### src/rtl/multi.sv
// multi: sequential signed 32x32 -> 64 multiplier, radix-2 shift-add,
// sign-magnitude datapath, one operation in flight.
//
// Ports:
//   clock  - rising-edge clock
//   reset  - synchronous, active-low reset
//   mlier  - multiplier (signed), sampled on the load edge only
//   mcand  - multiplicand (signed), sampled on the load edge only
//   start  - level request, held by the requester until valid is seen
//   prodt  - registered 64-bit signed product, held until next result/reset
//   valid  - one-cycle pulse marking a new prodt
//
// Build option: define MULTI_VAR_LATENCY_EN for data-dependent early
// termination (K = max(1, bit-length of |mlier|)); otherwise K = 32.
module multi (
    input  logic        clock,
    input  logic        reset,
    input  logic [31:0] mlier,
    input  logic [31:0] mcand,
    input  logic        start,
    output logic [63:0] prodt,
    output logic        valid
);

    localparam int unsigned W  = 32;
    localparam int unsigned PW = 64;

    typedef enum logic [1:0] {
        IDLE = 2'd0,
        BUSY = 2'd1,
        DONE = 2'd2
    } state_t;

    state_t          state;
    logic [W-1:0]    mplr;      // remaining multiplier magnitude, shifted right
    logic [PW-1:0]   mcd;       // multiplicand magnitude, shifted left
    logic [PW-1:0]   acc;       // accumulated product magnitude
    logic            sign;

`ifndef MULTI_VAR_LATENCY_EN
    logic [4:0]      cnt;       // iteration index 0..31
`endif

    logic [W-1:0]    mlier_mag;
    logic [W-1:0]    mcand_mag;
    logic [PW-1:0]   acc_sum;
    logic            last;

    // Operand magnitudes; 0x80000000 negates to itself, i.e. 2^31 unsigned.
    always_comb begin
        mlier_mag = mlier[W-1] ? W'(-mlier) : mlier;
        mcand_mag = mcand[W-1] ? W'(-mcand) : mcand;
    end

    // One shift-add step and the end-of-loop condition.
    always_comb begin
        acc_sum = acc + (mplr[0] ? mcd : '0);
`ifdef MULTI_VAR_LATENCY_EN
        last    = (mplr[W-1:1] == '0);
`else
        last    = (cnt == 5'd31);
`endif
    end

    // Control FSM and datapath registers.
    always_ff @(posedge clock) begin
        if (!reset) begin
            state <= IDLE;
            mplr  <= '0;
            mcd   <= '0;
            acc   <= '0;
            sign  <= 1'b0;
            prodt <= '0;
            valid <= 1'b0;
`ifndef MULTI_VAR_LATENCY_EN
            cnt   <= '0;
`endif
        end else begin
            valid <= 1'b0;
            case (state)
                IDLE: begin
                    if (start) begin
                        mplr  <= mlier_mag;
                        mcd   <= PW'(mcand_mag);
                        acc   <= '0;
                        sign  <= mlier[W-1] ^ mcand[W-1];
`ifndef MULTI_VAR_LATENCY_EN
                        cnt   <= '0;
`endif
                        state <= BUSY;
                    end
                end
                BUSY: begin
                    acc  <= acc_sum;
                    mplr <= mplr >> 1;
                    mcd  <= mcd << 1;
`ifndef MULTI_VAR_LATENCY_EN
                    cnt  <= cnt + 5'd1;
`endif
                    if (last) begin
                        // Negating a zero magnitude yields zero, so no -0.
                        prodt <= sign ? PW'(-acc_sum) : acc_sum;
                        valid <= 1'b1;
                        state <= DONE;
                    end
                end
                DONE: begin
                    // Wait for the requester to drop start before rearming.
                    if (!start) begin
                        state <= IDLE;
                    end
                end
                default: begin
                    state <= IDLE;
                end
            endcase
        end
    end

endmodule

### config.mk
export PLATFORM = sky130hd
export DESIGN_NAME = multi
export DESIGN_NICKNAME = d
export VERILOG_FILES = /design/src/rtl/multi.sv
export SDC_FILE = /design/constraint.sdc
export NUM_CORES = 1
export LEC_CHECK = 0
export ABC_AREA = 1
export CAP_MARGIN = 10
export CORE_MARGIN = 2
export CORE_UTILIZATION = 36
export DETAILED_ROUTE_END_ITERATION = 12
export HOLD_SLACK_MARGIN = 0.02
export MAX_ROUTING_LAYER = met4
export PLACE_DENSITY = 0.59
export REMOVE_ABC_BUFFERS = 1
export SETUP_SLACK_MARGIN = 0.4
export SYNTH_ARGS = -nofsm -noshare
export SYNTH_HDL_FRONTEND = slang
export SYNTH_SLANG_ARGS = --single-unit
### constraint.sdc
create_clock -name clock -period 3.4 [get_ports clock]
set_input_delay 0.34 -clock clock [delete_from_list [all_inputs] [get_ports clock]]
set_output_delay 0.34 -clock clock [all_outputs]
set_load 0.01 [all_outputs]
==> results_dict.tcl, run 1 <==
set metrics [dict create \
    wirelength_mm 68.2 \
    clkSinkCount 233 \
    synth_top_area_cell "nand2_1" \
    drc 0 \
    cp-startpoint "mplr[0]" \
    skew_ns 0.0375 \
    initial_core_util_pct 36.5 \
    p_leak_nw 12.8 \
    final-hold-violation-count 0 \
    cp.required_ns 3.85 \
    grt_pass1_vias 19900 \
    vias 21500 \
    rr_endpoint "prodt[36]" \
    r2r_start "mplr[0]" \
    cts_made_buffers 29 \
    io_buffer_count 131 \
    wire_per_inst_um 15.4 \
    netlist_area_mm2 0.0192 \
    critical-path-top-delay-family "simple AND/OR/NAND/NOR gates" \
    yosysSeqAreaShare_pct 24.3 \
    hpwlAfterDp_mm 52.7 \
    p_int_mw 5.27 \
    first_iter_violations 1377 \
    critPathMaxStageDelay_ns 0.61 \
    setup_ws_ns -0.0271 \
    setup_viol 3 \
    nFillCells 5563 \
    vdd_drop_max_uv 351 \
    grt_overflow_total 0 \
    diodes 0 \
    dominantRegCellSynth "dfxtp_1" \
    clockBufferDepth 3 \
    synthTopCellsByArea "nand2_1 26%, dfxtp_1 24%, inv_1 10%" \
    clockRootBuffer "clkbuf_16" \
    syn_inst 3416 \
    synth_top_area_share_pct 26.1 \
    slowest_stage "fa_2" \
    violations "setup timing" \
    async_reset_ff_share_pct 0 \
    avgSynthCellArea_um2 5.61 \
    grt.total_usage_pct 24.6 \
    layout.nets 3861 \
    critPathKind "register to register" \
    synth_edf_count 0 \
    tightest_slew_ns 0.973 \
    die_area_mm2 0.0551 \
    outcome "finished, violations left" \
    synthDistinctLibCells 50 \
    worst-r2r-setup-slack_ns -0.03 \
    cts_tree "done" \
    yosysWarnings 0 \
    fin_util_pct 48.3 \
    min_path_type "input pin to register" \
    antenna_found_initial 0 \
    firstDrtPassIters 5 \
    layout-drive-gt1-share_pct 20.0 \
    path_clk_slew_ns 0.06 \
    finalMaxSlewViolations 0 \
    clkLatencyLatePin_ns 0.60 \
    p_clk_share_pct 43.1 \
    grt_max_degree 164 \
    die_w_um 235 \
    crit_path_cell_trace "buf_6 > nand2_2 > inv_2 > ha_4 > inv_2 > fa_2 > ha_4 > inv_2 > nor2_2 > nand3_1 > nor2_2 > nand2_2 > nor2_4 > nand4_1 > nor2_4 > nand3_4 > o21ai_4 > xor2_1 > a21oi_1" \
    path_buf_inv 4 \
    seqPwrFrac_pct 38.2 \
    switching_share_pct 29.5 \
    ff2ff_path_depth 19 \
    fp-row-count 84 \
    ant_nets 0 \
    grt_pass1_wl_mm 107 \
    crit_arrival_ns 3.88 \
    hold_ws_ns 0.259 \
    crit_fanout 5 \
    rsz0062_at_grt "true" \
    worst-path-stages 19 \
    cp-endpoint "prodt[36]" \
    io-pin-count 132 \
    timing.final.crit_share_pct 101 \
    via_per_inst 4.85 \
    combPwrFrac_pct 18.7 \
    switching_power_mw 2.20 \
    hold_start "reset" \
    core_mm2 0.0526 \
    fp.dieH_um 235 \
    htreeDepth 1 \
    area_growth_pct 32.5 \
    cp_common_cell "inv_2" \
    startpoint_type "register" \
    drv_cap 0 \
    ys_ff_latch 233 \
    finalPower_mw 7.47 \
    place_congestion 0.967 \
    fin_crit_ns 3.43 \
    max_slew_margin_pct 34.8 \
    setup.worst_path.end_class "register" \
    fmaxAchievable_ghz 0.292 \
    pwr_density_cell_mw_per_mm2 294 \
]
[cell usage after synthesis, types with 6 or more instances]
cell type	count
nand2_1	1330
inv_1	523
nor2_1	260
dfxtp_1	233
a21oi_1	223
nand3_1	198
o21ai_0	101
clkbuf_1	92
ha_1	68
a31oi_1	55
xor2_1	43
nand2_2	42
nand4_1	33
nor2_2	28
nor3_1	20
nand3_2	19
nand3b_1	16
buf_1	13
inv_2	13
a22oi_1	12
o21bai_1	10
or2_2	10
a21oi_2	8
nor2_4	8
xnor2_1	8
nor3_2	6
[state kept, by name, indices dropped and copies added, names as in the netlist]
register / count
mplr: 32
valid: 1
mcd: 64
prodt: 64
acc: 64
state: 2
sign: 1
cnt: 5
[worst reg2reg max path: stages (launching register included)]
cell     delay, ns
dfxtp_4       0.43
buf_6         0.13
nand2_2       0.05
inv_2         0.06
ha_4          0.12
inv_2         0.04
fa_2          0.61
ha_4          0.16
inv_2         0.04
nor2_2        0.09
nand3_1       0.09
nor2_2        0.14
nand2_2       0.09
nor2_4        0.18
nand4_1       0.22
nor2_4        0.22
nand3_4       0.15
o21ai_4       0.19
xor2_1        0.19
a21oi_1       0.08
[metal layers]
layer | routed length [um] | track usage [%] | up-vias
li1 | - | - | 11300
met1 | 33400 | 34.5 | 9695
met2 | 29500 | 37.7 | 473
met3 | 3650 | 2.62 | 91
met4 | 1630 | 6.21 | 0
met5 | 0 | - | -
[layout by cell type, fill, tap and decap left out, types with 85 or more instances in the layout]
cell             netlist  final
nor2_1               260    175
buf_4                  1    237
clkdlybuf4s50_1        0    130
nor2_2                28     85
inv_1                523    509
nand3_1              198    178
o21ai_0              101     96
nand2_1             1330   1210
nand2_2               42    143
dfxtp_1              233    231
a21oi_1              223    203
[stage by stage]
stage / worst slack, ns / std cells / area, um^2 / setup TNS [ns]
3_5_place_dp: -0.170 / 4345 / 22700 / -1.94
5_1_grt: -0.216 / 4433 / 25400 / -5.32
4_1_cts: 0.0406 / 4420 / 24700 / 0
3_3_place_gp: -0.278 / 4345 / 22700 / -5.24
6_report: -0.0271 / 4433 / 25400 / -0.0305
2_1_floorplan: -10.93 / 3310 / 18800 / -2150.85
[repair_timing]
action                                  CTS  global route
pin swaps                                31            58
buffers inserted                         23            12
hold buffers                              0             0
endpoints found under the setup margin   51            67
resized for setup                       217           169
cloned                                    1             1
[worst min path at each step]
stage	endpoint	slack (ns)	cells past startpoint
6_report	acc[19]	0.26	3
5_1_grt	acc[13]	0.32	3
4_1_cts	acc[19]	0.28	3
3_5_place_dp	mcd[63]	0.46	2
3_3_place_gp	mcd[63]	0.45	2
2_1_floorplan	mcd[63]	0.44	2
[layout make-up]
class	instances	area (um^2)	area share [%]
Clock buffer	41	841	3.31
Clock inverter	10	134	0.527
Inverter	541	2030	8.01
Multi-Input combinational cell	2536	13500	53.1
Sequential cell	233	4670	18.4
Tap cell	688	861	3.39
Timing Repair Buffer	384	3360	13.2
[cell families (layout without fill, tap and decap cells)]
logic type | Yosys count | in the layout | share of synthesized area [%]
xor gates and xnor gates | 52 | 52 | 2.47
adders and majority gates | 69 | 69 | 4.54
DFF | 233 | 233 | 24.3
buffers and inverters | 647 | 976 | 12.7
and+or+nand+nor | 1984 | 1984 | 43.6
AOI/OAI and AO/OA | 431 | 431 | 12.3
[power by group through the flow]
stage               Clock, mW  Sequential (mW)  Combinational, mW
CTS                      3.29             2.85               1.30
floorplan                   0             2.91              0.718
global route             3.38             2.86               1.53
global placement            0             2.91               1.18
detailed placement          0             2.91               1.18
finish                   3.22             2.86               1.40
(Power assumes the default switching activity.)
==> inputs of run 2 (changes only) <==
--- a/config.mk
+++ b/config.mk
@@ -5,14 +5,14 @@
 export SDC_FILE = /design/constraint.sdc
 export NUM_CORES = 1
 export LEC_CHECK = 0
-export ABC_AREA = 1
 export CAP_MARGIN = 10
 export CORE_MARGIN = 2
 export CORE_UTILIZATION = 36
 export DETAILED_ROUTE_END_ITERATION = 12
+export GPL_TIMING_DRIVEN = 0
 export HOLD_SLACK_MARGIN = 0.02
 export MAX_ROUTING_LAYER = met4
-export PLACE_DENSITY = 0.59
+export PLACE_DENSITY = 0.6
 export REMOVE_ABC_BUFFERS = 1
 export SETUP_SLACK_MARGIN = 0.4
 export SYNTH_ARGS = -nofsm -noshare
==> results_dict.tcl, run 2 <==
set metrics [dict create \
    netlist_area_mm2 0.0159 \
    routed-wl-met3_mm 4.20 \
    crit_arrival_ns 5.00 \
    setup_viol 63 \
    finalMaxSlewViolations 0 \
    holdBufCountCts 0 \
    finalSetupTns_ns -46.05 \
    io-pin-count 132 \
    r2r_start "mplr[0]" \
    met2_wirelength_mm 26.5 \
    synthDistinctLibCells 84 \
    grt.total_usage_pct 24.1 \
    clkSinkCount 233 \
    dominantRegCellSynth "dfxtp_1" \
    layout.nets 2403 \
    pwr_density_cell_mw_per_mm2 314 \
    cts_made_buffers 27 \
    slowest_stage "or3_4" \
    fmaxAchievable_ghz 0.219 \
    critPathMaxStageDelay_ns 0.50 \
    grt_pass1_vias 15700 \
    instances_no_fill 2871 \
    critPathKind "register to register" \
    outcome "finished, violations left" \
    synthTopCellsByCount "315 x nor2_1, 233 x dfxtp_1, 135 x clkbuf_1, 127 x nand2_1, 114 x a21oi_1" \
    wire_per_inst_um 20.4 \
    htreeDepth 1 \
    grt_max_degree 118 \
    fin_crit_ns 4.57 \
    hold_ws_ns 0.231 \
    die_w_um 214 \
    fp.dieH_um 214 \
    synth.mux.area_fraction_pct 0.189 \
    layout-drive-gt1-share_pct 33.0 \
    initial_core_util_pct 36.7 \
    synth_top_family_by_area "compound AO/OA/AOI/OAI gates" \
    firstDrtPassIters 5 \
    highest_layer "met4" \
    clkLatencyLatePin_ns 0.60 \
    synthTopCellsByArea "dfxtp_1 29%, nor2_1 7.5%, ha_1 5.4%" \
    place_area_mm2 0.0177 \
    ant_nets 0 \
    p_clk_share_pct 40.1 \
    setup.worst_path.end_class "register" \
    drc 0 \
    crit_fanout 7 \
    antenna_found_initial 0 \
    grt_pass1_wl_mm 88.1 \
    path_buf_inv 6 \
    place_congestion 0.936 \
    path_clk_slew_ns 0.06 \
    grt_overflow_total 0 \
    finalPower_mw 7.60 \
    p_leak_nw 8.59 \
    hpwlAfterDp_mm 37.9 \
    via_per_inst 5.93 \
    clockRootBuffer "clkbuf_16" \
    skew_ns 0.0261 \
    tightest_slew_ns 1.22 \
    wl_met1_mm 26.6 \
    combPwrFrac_pct 22.4 \
    first_iter_violations 1686 \
    seqPwrFrac_pct 37.5 \
    yosys.area_share.xor_xnor_pct 8.23 \
    yosysSeqAreaShare_pct 29.4 \
    io_buffer_count 131 \
    synth_top_area_cell "dfxtp_1" \
    core_mm2 0.0433 \
    p_int_mw 5.36 \
    die_area_mm2 0.0458 \
    avgSynthCellArea_um2 7.78 \
    switching_power_mw 2.24 \
    yosysWarnings 0 \
    synth_top_area_share_pct 29.4 \
    synthSimpleGateAreaFrac_pct 22.7 \
    hold_start "mlier[3]" \
    final_cell_mix "286 x nor2_1, 231 x dfxtp_1, 139 x buf_4" \
    reg.largest.list "acc (64), mcd (64), prodt (64)" \
    switching_share_pct 29.5 \
    setup_ws_ns -1.17 \
    area_growth_pct 52.8 \
    diodes 0 \
    drv_cap 0 \
    dp_cells 2623 \
    vias 17000 \
    ys_ff_latch 233 \
    cp.required_ns 3.83 \
    synthAdderAreaFrac_pct 5.49 \
    timing.final.crit_share_pct 135 \
    final-hold-violation-count 0 \
    clockBufferDepth 3 \
    vdd_drop_max_uv 424 \
    max_slew_margin_pct 18.4 \
    critical-path-top-delay-family "compound AO/OA/AOI/OAI gates" \
    startpoint_type "register" \
    async_reset_ff_share_pct 0 \
    synth.most_common_cell "nor2_1" \
    crit_path_cell_trace "buf_12 > buf_16 > nand2_8 > inv_4 > ha_4 > a21o_1 > nand4_1 > buf_6 > a211o_4 > a21o_4 > a211o_1 > a31o_2 > a222oi_1 > buf_4 > nand4_1 > or3_4 > buf_4 > o21ai_2 > xor2_1 > a211oi_1" \
    fp-row-count 76 \
    rsz0062_at_grt "true" \
    final_common_cell "nor2_1" \
    min_path_type "input pin to register" \
    synth_edf_count 0 \
    cp-startpoint "mplr[0]" \
    wirelength_mm 58.5 \
    syn_inst 2038 \
    final_area_mm2 0.0242 \
    violations "setup timing" \
    cts_tree "done" \
    synth_compound_area_share_pct 29.8 \
]
## run 2: cell types whose count changed in the layout (fill, tap and decap cells not counted), sizes merged, moves of 37 or more
cell	change
nand2	-1248
inv	-509
nand3	-196
a21oi	-116
xnor2	+79
a22oi	+78
and2	+72
a211oi	+62
a222oi	+59
a31oi	-46
buf	-37
## run 2: repair_timing
item	4_1_cts	5_1_grt
endpoints found under the setup margin	117	118
setup buffers	119	77
pin swaps	164	162
gates cloned	4	0
resized for setup	543	262
## run 2: cells by family after synthesis
group                      Yosys count
adders and majority gates           69
muxes                                3
AOI/OAI and AO/OA                  663
xor gates and xnor gates           149
DFF                                233
and+or+nand+nor                    747
buffers and inverters              174
## run 2: final timing paths
| path | to | slack, ns | cells past startpoint |
|---|---|---|---|
| setup / recovery | prodt[56] | -1.17 | 20 |
| hold / removal | mplr[3] | 0.23 | 4 |
| setup reg to reg | prodt[56] | -1.17 | 20 |
| hold reg to reg | prodt[21] | 0.46 | 2 |
## run 2: tightest hold or removal path: stages
cell and delay, ns:
dlymetal6s2s_1 0.15, xnor2_1 0.13, a222oi_1 0.08, nor2_1 0.07
## run 2: final cells by class
class / instances / area [um^2]
repair buffers: 348 / 3480
clock inverters: 15 / 190
fillers: 3773 / 19000
clock buffers: 33 / 728
well taps: 585 / 732
inverters: 26 / 108
flip-flops and latches: 233 / 4670
multi-input cells: 1631 / 14300
## run 2: power by group through the flow
stage               sequential, mW  combinational [mW]  clock, mW
global placement              2.93               0.952          0
floorplan                     2.90               0.643          0
CTS                           2.85                1.48       3.10
global route                  2.86                1.80       3.21
detailed placement            2.91                1.04          0
finish                        2.85                1.70       3.05
## run 2: per-stage QoR
stage          utilization [%]  worst slack [ns]
2_1_floorplan                -             -4.89
3_3_place_gp              40.1             -9.72
3_5_place_dp              40.9             -2.30
4_1_cts                   51.7             -1.06
5_1_grt                   56.0             -1.28
6_report                  56.0             -1.17
## run 2: layer usage
metal / up-vias / track usage [%]
met4: 0 / 6.11
met5: - / -
met3: 96 / 4.22
met1: 8235 / 33.3
li1: 8100 / -
met2: 591 / 36.1
==> inputs of run 3 (changes only) <==
--- a/config.mk
+++ b/config.mk
@@ -15,6 +15,8 @@
 export PLACE_DENSITY = 0.6
 export REMOVE_ABC_BUFFERS = 1
 export SETUP_SLACK_MARGIN = 0.4
+export SKIP_CTS_REPAIR_TIMING = 1
+export SLEW_MARGIN = 20
 export SYNTH_ARGS = -nofsm -noshare
 export SYNTH_HDL_FRONTEND = slang
 export SYNTH_SLANG_ARGS = --single-unit
==> results_dict.tcl, run 3 (same netlist as run 2, synthesis figures left out) <==
set metrics [dict create \
    finalMaxSlewViolations 0 \
    antenna_found_initial 0 \
    tightest_slew_ns 1.25 \
    outcome "finished, violations left" \
    setup.worst_path.end_class "register" \
    final_common_cell "nor2_1" \
    instances_no_fill 2754 \
    place_congestion 0.936 \
    cp-startpoint "mplr[0]" \
    final-hold-violation-count 0 \
    vias 16200 \
    cp.required_ns 3.81 \
    r2r_start "mplr[0]" \
    reg.largest.list "acc (64), mcd (64), prodt (64)" \
    rr_endpoint "prodt[54]" \
    clockRootBuffer "clkbuf_16" \
    setup_viol 72 \
    startpoint_type "register" \
    firstDrtPassIters 7 \
    diodes 0 \
    hold_ws_ns 0.355 \
    via_per_inst 5.86 \
    grt_overflow_total 0 \
    cts_tree "done" \
    ff2ff_path_depth 18 \
    clockBufferDepth 3 \
    min_path_type "input pin to register" \
    fin_crit_ns 4.57 \
    cp-endpoint "prodt[54]" \
    wire_per_inst_um 19.4 \
    grt_max_degree 118 \
    die_w_um 214 \
    fp.dieH_um 214 \
    grt.total_usage_pct 21.6 \
    worst-r2r-setup-slack_ns -1.17 \
    initial_core_util_pct 36.7 \
    vdd_drop_max_uv 347 \
    final_cell_mix "304 x nor2_1, 231 x dfxtp_1, 128 x clkdlybuf4s50_1" \
    io_buffer_count 131 \
    io-pin-count 132 \
    layout.nets 2285 \
    p_leak_nw 7.57 \
    fp-row-count 76 \
    timing.final.crit_share_pct 134 \
    critPathKind "register to register" \
    pwr_density_cell_mw_per_mm2 342 \
    grt_pass1_vias 14200 \
    final_area_mm2 0.0213 \
    skew_ns 0.0248 \
    violations "setup timing" \
    finalSetupTns_ns -46.36 \
    fmaxAchievable_ghz 0.219 \
    first_iter_violations 1419 \
    dp_cells 2626 \
    core_mm2 0.0433 \
    drc 0 \
    clkSinkCount 233 \
    crit_fanout 9 \
    setup_ws_ns -1.17 \
    area_growth_pct 34.0 \
    ant_nets 0 \
    crit_arrival_ns 4.97 \
    hpwlAfterDp_mm 38.2 \
    drv_cap 0 \
    path_clk_slew_ns 0.06 \
    htreeDepth 1 \
    max_slew_margin_pct 16.6 \
    grt_pass1_wl_mm 79.6 \
    nFillCells 4157 \
    die_area_mm2 0.0458 \
    wirelength_mm 53.5 \
    clkLatencyLatePin_ns 0.57 \
    finalPower_mw 7.27 \
    layout-drive-gt1-share_pct 20.1 \
    cts_made_buffers 27 \
    rsz0062_at_grt "true" \
    place_area_mm2 0.0178 \
]
[run 3: critical path, cell delays in order (launching register included)]
cell and delay [ns]:
dfxtp_4 0.40, buf_12 0.16, nand2_2 0.09, inv_1 0.05, ha_1 0.27, a21o_1 0.21, nand4_1 0.23, buf_4 0.22
a211o_4 0.36, a211oi_4 0.38, o21a_1 0.27, o221ai_2 0.22, nor3_4 0.30, nand4_1 0.17, buf_6 0.17, or3_4 0.43
o31ai_4 0.21, xor2_1 0.18, a211oi_1 0.08
[run 3: worst min-delay path by stage]
| stage | cells past startpoint | from | slack, ns | to |
|---|---|---|---|---|
| floorplan | 2 | acc[62] | 0.44 | acc[62] |
| global route | 4 | mlier[0] | 0.40 | mplr[0] |
| detailed placement | 2 | prodt[22] | 0.45 | prodt[22] |
| CTS | 3 | mcand[0] | 0.41 | mcd[0] |
| finish | 4 | mlier[0] | 0.35 | mplr[0] |
| global placement | 2 | prodt[21] | 0.45 | prodt[21] |
[run 3: metrics by stage]
step                setup slack (ns)  utilization, %
floorplan                      -4.89               -
global placement               -9.72            40.1
detailed placement             -2.41            41.1
CTS                            -2.44            43.2
global route                   -1.37            49.1
finish                         -1.17            49.1
[run 3: final cells by class]
| class | instances | area, um^2 | share of cell area, % |
|---|---|---|---|
| tap | 585 | 732 | 3.44 |
| sequential | 233 | 4670 | 22.0 |
| clock inverter | 14 | 161 | 0.759 |
| inverter | 26 | 105 | 0.494 |
| timing repair buffer | 230 | 2380 | 11.2 |
| clock buffer | 35 | 746 | 3.51 |
| multi-input combinational | 1631 | 12500 | 58.7 |
[run 3: layer usage]
metal / routed length (um) / global-route usage [%]
met1: 25900 / 31.7
met2: 23600 / 31.7
met3: 3150 / 2.51
met4: 790 / 3.94
met5: 0 / -
[run 3: report_power, final]
part | leakage (nW) | internal [mW] | switching (mW)
Clock | 0.446 | 1.77 | 1.23
Combinational | 5.24 | 0.645 | 0.764
Sequential | 1.89 | 2.80 | 0.0599
Total | 7.57 | 5.22 | 2.05
